`src/rtl/sd_pkg.sv`:
```
// Shared types and constants for the serial feeder, the "0001" detector and their bench.
package sd_pkg;

  typedef enum logic {
    IDLE  = 1'b0,
    SHIFT = 1'b1
  } state_t;

  localparam logic       IDLE_BIT_DEFAULT = 1'b1;
  localparam logic [3:0] DETECT_PATTERN   = 4'b0001;

endpackage

```
`src/rtl/sd_bit_counter.sv`:
```
// Loadable down-counter with enable and zero flag; saturates at zero rather than wrapping.
module sd_bit_counter #(
  parameter int unsigned WIDTH = 3
) (
  input  logic             clk,
  input  logic             rst,
  input  logic             load,
  input  logic [WIDTH-1:0] load_val,
  input  logic             en,
  output logic [WIDTH-1:0] count,
  output logic             zero
);

  always_ff @(posedge clk or negedge rst) begin
    if (!rst) begin
      count <= '0;
    end else if (load) begin
      count <= load_val;
    end else if (en && !zero) begin
      count <= count - WIDTH'(1);
    end
  end

  assign zero = (count == '0);

endmodule

```
`src/rtl/sd_serial_feeder.sv`:
```
// Parallel-in/serial-out feeder driving the serial input of the "0001" detector,
// holding x at an idle level between words and streaming back-to-back words gaplessly.
module sd_serial_feeder
  import sd_pkg::*;
#(
  parameter int unsigned WIDTH     = 8,
  parameter bit          MSB_FIRST = 1'b1,
  parameter logic        IDLE_BIT  = IDLE_BIT_DEFAULT
) (
  input  logic             clk,
  input  logic             rst,
  input  logic [WIDTH-1:0] din,
  input  logic             din_valid,
  output logic             din_ready,
  input  logic             bit_en,
  output logic             x,
  output logic             x_valid,
  output logic             busy,
  output logic             done
);

  localparam int unsigned CW = $clog2(WIDTH);

  state_t           state;
  logic [WIDTH-1:0] sreg;
  logic [WIDTH-1:0] sreg_next;
  logic             ready_en;
  logic             accept;
  logic             cnt_en;
  logic [CW-1:0]    cnt;
  logic             cnt_zero;

  function automatic logic head_bit(input logic [WIDTH-1:0] v);
    return MSB_FIRST ? v[WIDTH-1] : v[0];
  endfunction

  function automatic logic [WIDTH-1:0] advance(input logic [WIDTH-1:0] v);
    return MSB_FIRST ? {v[WIDTH-2:0], 1'b0} : {1'b0, v[WIDTH-1:1]};
  endfunction

  // ready_en keeps din_ready low until the first clock after reset release
  always_comb begin
    din_ready = ready_en &&
                ((state == IDLE) || ((state == SHIFT) && cnt_zero && bit_en));
    accept    = din_valid && din_ready;
    cnt_en    = (state == SHIFT) && bit_en;
    sreg_next = advance(sreg);
  end

  sd_bit_counter #(
    .WIDTH (CW)
  ) u_bit_counter (
    .clk      (clk),
    .rst      (rst),
    .load     (accept),
    .load_val (CW'(WIDTH - 1)),
    .en       (cnt_en),
    .count    (cnt),
    .zero     (cnt_zero)
  );

  always_ff @(posedge clk or negedge rst) begin
    if (!rst) begin
      state    <= IDLE;
      sreg     <= '0;
      x        <= IDLE_BIT;
      x_valid  <= 1'b0;
      busy     <= 1'b0;
      done     <= 1'b0;
      ready_en <= 1'b0;
    end else begin
      ready_en <= 1'b1;
      done     <= 1'b0;
      case (state)
        IDLE: begin
          if (accept) begin
            state   <= SHIFT;
            sreg    <= din;
            x       <= head_bit(din);
            x_valid <= 1'b1;
            busy    <= 1'b1;
          end
        end
        SHIFT: begin
          if (bit_en) begin
            if (cnt_zero) begin
              done <= 1'b1;
              if (accept) begin
                sreg <= din;
                x    <= head_bit(din);
              end else begin
                state   <= IDLE;
                x       <= IDLE_BIT;
                x_valid <= 1'b0;
                busy    <= 1'b0;
              end
            end else begin
              sreg <= sreg_next;
              x    <= head_bit(sreg_next);
            end
          end
        end
        default: begin
          state   <= IDLE;
          x       <= IDLE_BIT;
          x_valid <= 1'b0;
          busy    <= 1'b0;
        end
      endcase
    end
  end

endmodule

```
`config.mk`:
```
export PLATFORM = sky130hd
export DESIGN_NAME = sd_serial_feeder
export DESIGN_NICKNAME = d
export VERILOG_FILES = /design/src/rtl/sd_pkg.sv /design/src/rtl/sd_bit_counter.sv /design/src/rtl/sd_serial_feeder.sv
export SDC_FILE = /design/constraint.sdc
export NUM_CORES = 1
export LEC_CHECK = 0
export BUFFER_PORTS_ARGS = -buffer_cell sky130_fd_sc_hd__buf_2
export CAP_MARGIN = 20
export CORE_MARGIN = 3
export CORE_UTILIZATION = 40
export DETAILED_ROUTE_END_ITERATION = 8
export GPL_ROUTABILITY_DRIVEN = 0
export GPL_TIMING_DRIVEN = 0
export HOLD_SLACK_MARGIN = 0.15
export PLACE_DENSITY = 0.74
export SKIP_CTS_REPAIR_TIMING = 1
export SLEW_MARGIN = 20
export SYNTH_ARGS = -nofsm -noshare
export SYNTH_HDL_FRONTEND = slang
export SYNTH_SLANG_ARGS = --single-unit
export TNS_END_PERCENT = 50
```
`constraint.sdc`:
```
create_clock -name clk -period 1.86 [get_ports clk]
set_input_delay 0.279 -clock clk [delete_from_list [all_inputs] [get_ports clk]]
set_output_delay 0.279 -clock clk [all_outputs]
set_load 0.01 [all_outputs]
```
==> results.json <==
{
  "status": "finished clean",
  "reg2reg_slack_ns": 0.1,
  "initial_core_util_pct": 43.8,
  "fmax_ghz": 0.567,
  "cp_cell_sequence": "inv_1 -> ha_2 -> inv_1 -> o21ai_4 -> buf_4 -> mux2_1 -> mux2_4",
  "comb_power_share_pct": 55.2,
  "cp-end-kind": "flop",
  "slowest_stage": "dfrtp_1",
  "routed_wl_mm": 1.51,
  "cts_max_level": 1,
  "core-area_um2": 1780,
  "cap_violations": 0,
  "dr.pass1.iters": 5,
  "worst_ep_required_time_ns": 2.03,
  "grt_pass1_wl_mm": 2.26,
  "period_needed_ns": 1.76,
  "worst-path-max-fanout": 3,
  "vias": 580,
  "drc_errors": 0,
  "fin_tns_setup_ns": 0,
  "synth_top_area_cell": "dfrtp_1",
  "switching_share_pct": 34.4,
  "cp_top_family": "multiplexers",
  "synthTopCellsByCount": "dfrtp_1, inv_1, nand2_1, mux2_1, mux2_4",
  "final_cells": 117,
  "grtUsageTotal_pct": 11.9,
  "fin_nets": 107,
  "ant_nets": 0,
  "cp-start-kind": "flop",
  "grt_max_degree": 16,
  "die_h_um": 50.2,
  "slowest_delay_ns": 0.38,
  "min-delay-start": "din[0]",
  "hold_viol": 0,
  "vias_per_cell": 4.96,
  "yosysWarnings": 0,
  "antenna_found_initial": 0,
  "synth_nets": 80,
  "crit_top_cell": "inv_1",
  "ctsRootBufferMaster": "clkbuf_4",
  "drt_iter0_markers": 7,
  "overflow": 0,
  "syn2layout_area_growth_pct": 27.6,
  "synth-seq-cells": 15,
  "io_pins": 17,
  "path_buf_inv": 3,
  "powerDensity_nw_per_um2": 1620,
  "pwr-share-clk_pct": 11.1,
  "min_path_cells": 3,
  "r2r-start": "u_bit_counter.count[1]",
  "synthArstFlopShare_pct": 100,
  "n_antenna_cell": 0,
  "hp-class": "in -> reg",
  "grt_pass1_vias": 525,
  "ys_seq_area_share_pct": 48.2,
  "synthesis.instances": 66,
  "die_w_um": 50.2,
  "rsz0062_at_grt": "false",
  "ys_top_cells_by_area": "dfrtp_1, mux2_4, mux2_1, inv_1, dfstp_2",
  "cts_tree": "built",
  "yosysMostFrequentCell": "dfrtp_1",
  "holdWs_ns": 0.259,
  "slew_violations": 0,
  "yosysUniqueCellTypes": 23,
  "synth_edf_count": 0,
  "cts.path.max_buffers": 2,
  "reg2regPathDepth": 7,
  "yosysTopAreaCellShare_pct": 44.9,
  "port_buffers": 16,
  "dp.final_hpwl_mm": 1.00,
  "wl_per_cell_um": 12.9,
  "intPower_uw": 1060,
  "finalSetupViolCount": 0,
  "r2r_end": "sreg[5]",
  "peakVddDrop_uv": 576,
  "synth_area_per_cell_um2": 11.8,
  "drive_gt1_share_pct": 41.3,
  "cp.arrival_ns": 1.93,
  "clk_pin_slew_worst_paths_ns": 0.08,
  "min_to": "sreg[0]",
  "fin_crit_sh_pct": 94.8,
  "clkSinkCount": 15,
  "clk_latency_ns": 0.27,
  "synthFlopType": "dfrtp_1",
  "p_leak_uw": 0.000498,
  "p_sw_uw": 554,
  "synth.cell_area_um2": 781,
  "place_inst": 107,
  "dieArea_um2": 2520,
  "cp_num_cells": 7,
  "clock_skew_ns": 0.000541,
  "cts_buffers": 3,
  "row_count": 15,
  "seq_power_share_pct": 33.7,
  "critical_path_class": "reg -> reg"
}
power groups by stage:
stage	Sequential, µW	Combinational (µW)	Clock, µW
floorplan	542	568	0
global placement	540	693	0
detailed placement	548	717	0
CTS	543	725	184
global route	560	967	209
finish	544	891	179
metal layers:
metal | GRT usage [%] | up-vias | share of wire [%]
met1 | 13.2 | 284 | 39
li1 | - | 280 | -
met5 | 0 | - | 0
met3 | 1.78 | 2 | 3.0
met4 | 8.29 | 0 | 1.1
met2 | 20.7 | 14 | 57
metrics by stage:
step | setup WS [ns] | cell area (µm²) | utilization, % | total power, µW
global placement | 0.130 | 892 | 50.0 | 1230
CTS | 0.0657 | 918 | 51.5 | 1450
floorplan | 0.229 | 781 | - | 1110
detailed placement | 0.0921 | 892 | 50.0 | 1260
global route | 0.00367 | 996 | 55.9 | 1740
finish | 0.0973 | 996 | 55.9 | 1610
state kept, by name, indices dropped and copies added (netlist names):
name / count
sreg: 7
u_bit_counter.count: 3
busy: 1
done: 1
ready_en: 1
state: 1
x: 1
final cells by class:
cell class	count	area, µm²
fillers	151	787
inverters	8	30.0
plain buffers	2	15.0
flip-flops and latches	15	377
repair buffers	22	153
multi-input cells	41	364
clock buffers	4	26.3
well taps	25	31.3
layout by cell type (no fill, tap or decap), types with 2 or more instances in the layout:
cell / netlist / layout
buf_12: 0 / 2
buf_2: 0 / 16
buf_4: 2 / 5
clkbuf_4: 0 / 3
dfrtp_1: 14 / 14
inv_1: 8 / 7
mux2_1: 6 / 6
mux2_4: 6 / 6
nand2_1: 7 / 6
nor2_1: 2 / 2
o211ai_1: 2 / 2
o21ai_0: 3 / 3
o221ai_1: 2 / 2
cells by family after synthesis:
kind of cell / Yosys count / synth area share [%]
mux: 12 / 20.2
simple gates: 12 / 6.73
compound gates: 12 / 13.1
other cells: 1 / 0.480
flops: 15 / 48.2
buf+inv: 10 / 5.77
fa+ha+maj: 2 / 3.20
xor+xnor: 2 / 2.24
worst max-delay path by stage:
stage / end / start / slack [ns]
global route: sreg[2] / u_bit_counter.count[1] / 0.004
floorplan: sreg[1] / u_bit_counter.count[0] / 0.23
finish: sreg[5] / u_bit_counter.count[1] / 0.1
detailed placement: sreg[5] / u_bit_counter.count[0] / 0.09
CTS: sreg[1] / u_bit_counter.count[0] / 0.07
global placement: sreg[6] / u_bit_counter.count[0] / 0.13
worst min-delay path, stage by stage:
cell	delay, ns
buf_2	0.09
inv_1	0.04
o22ai_1	0.08
(Power assumes the default switching activity.)
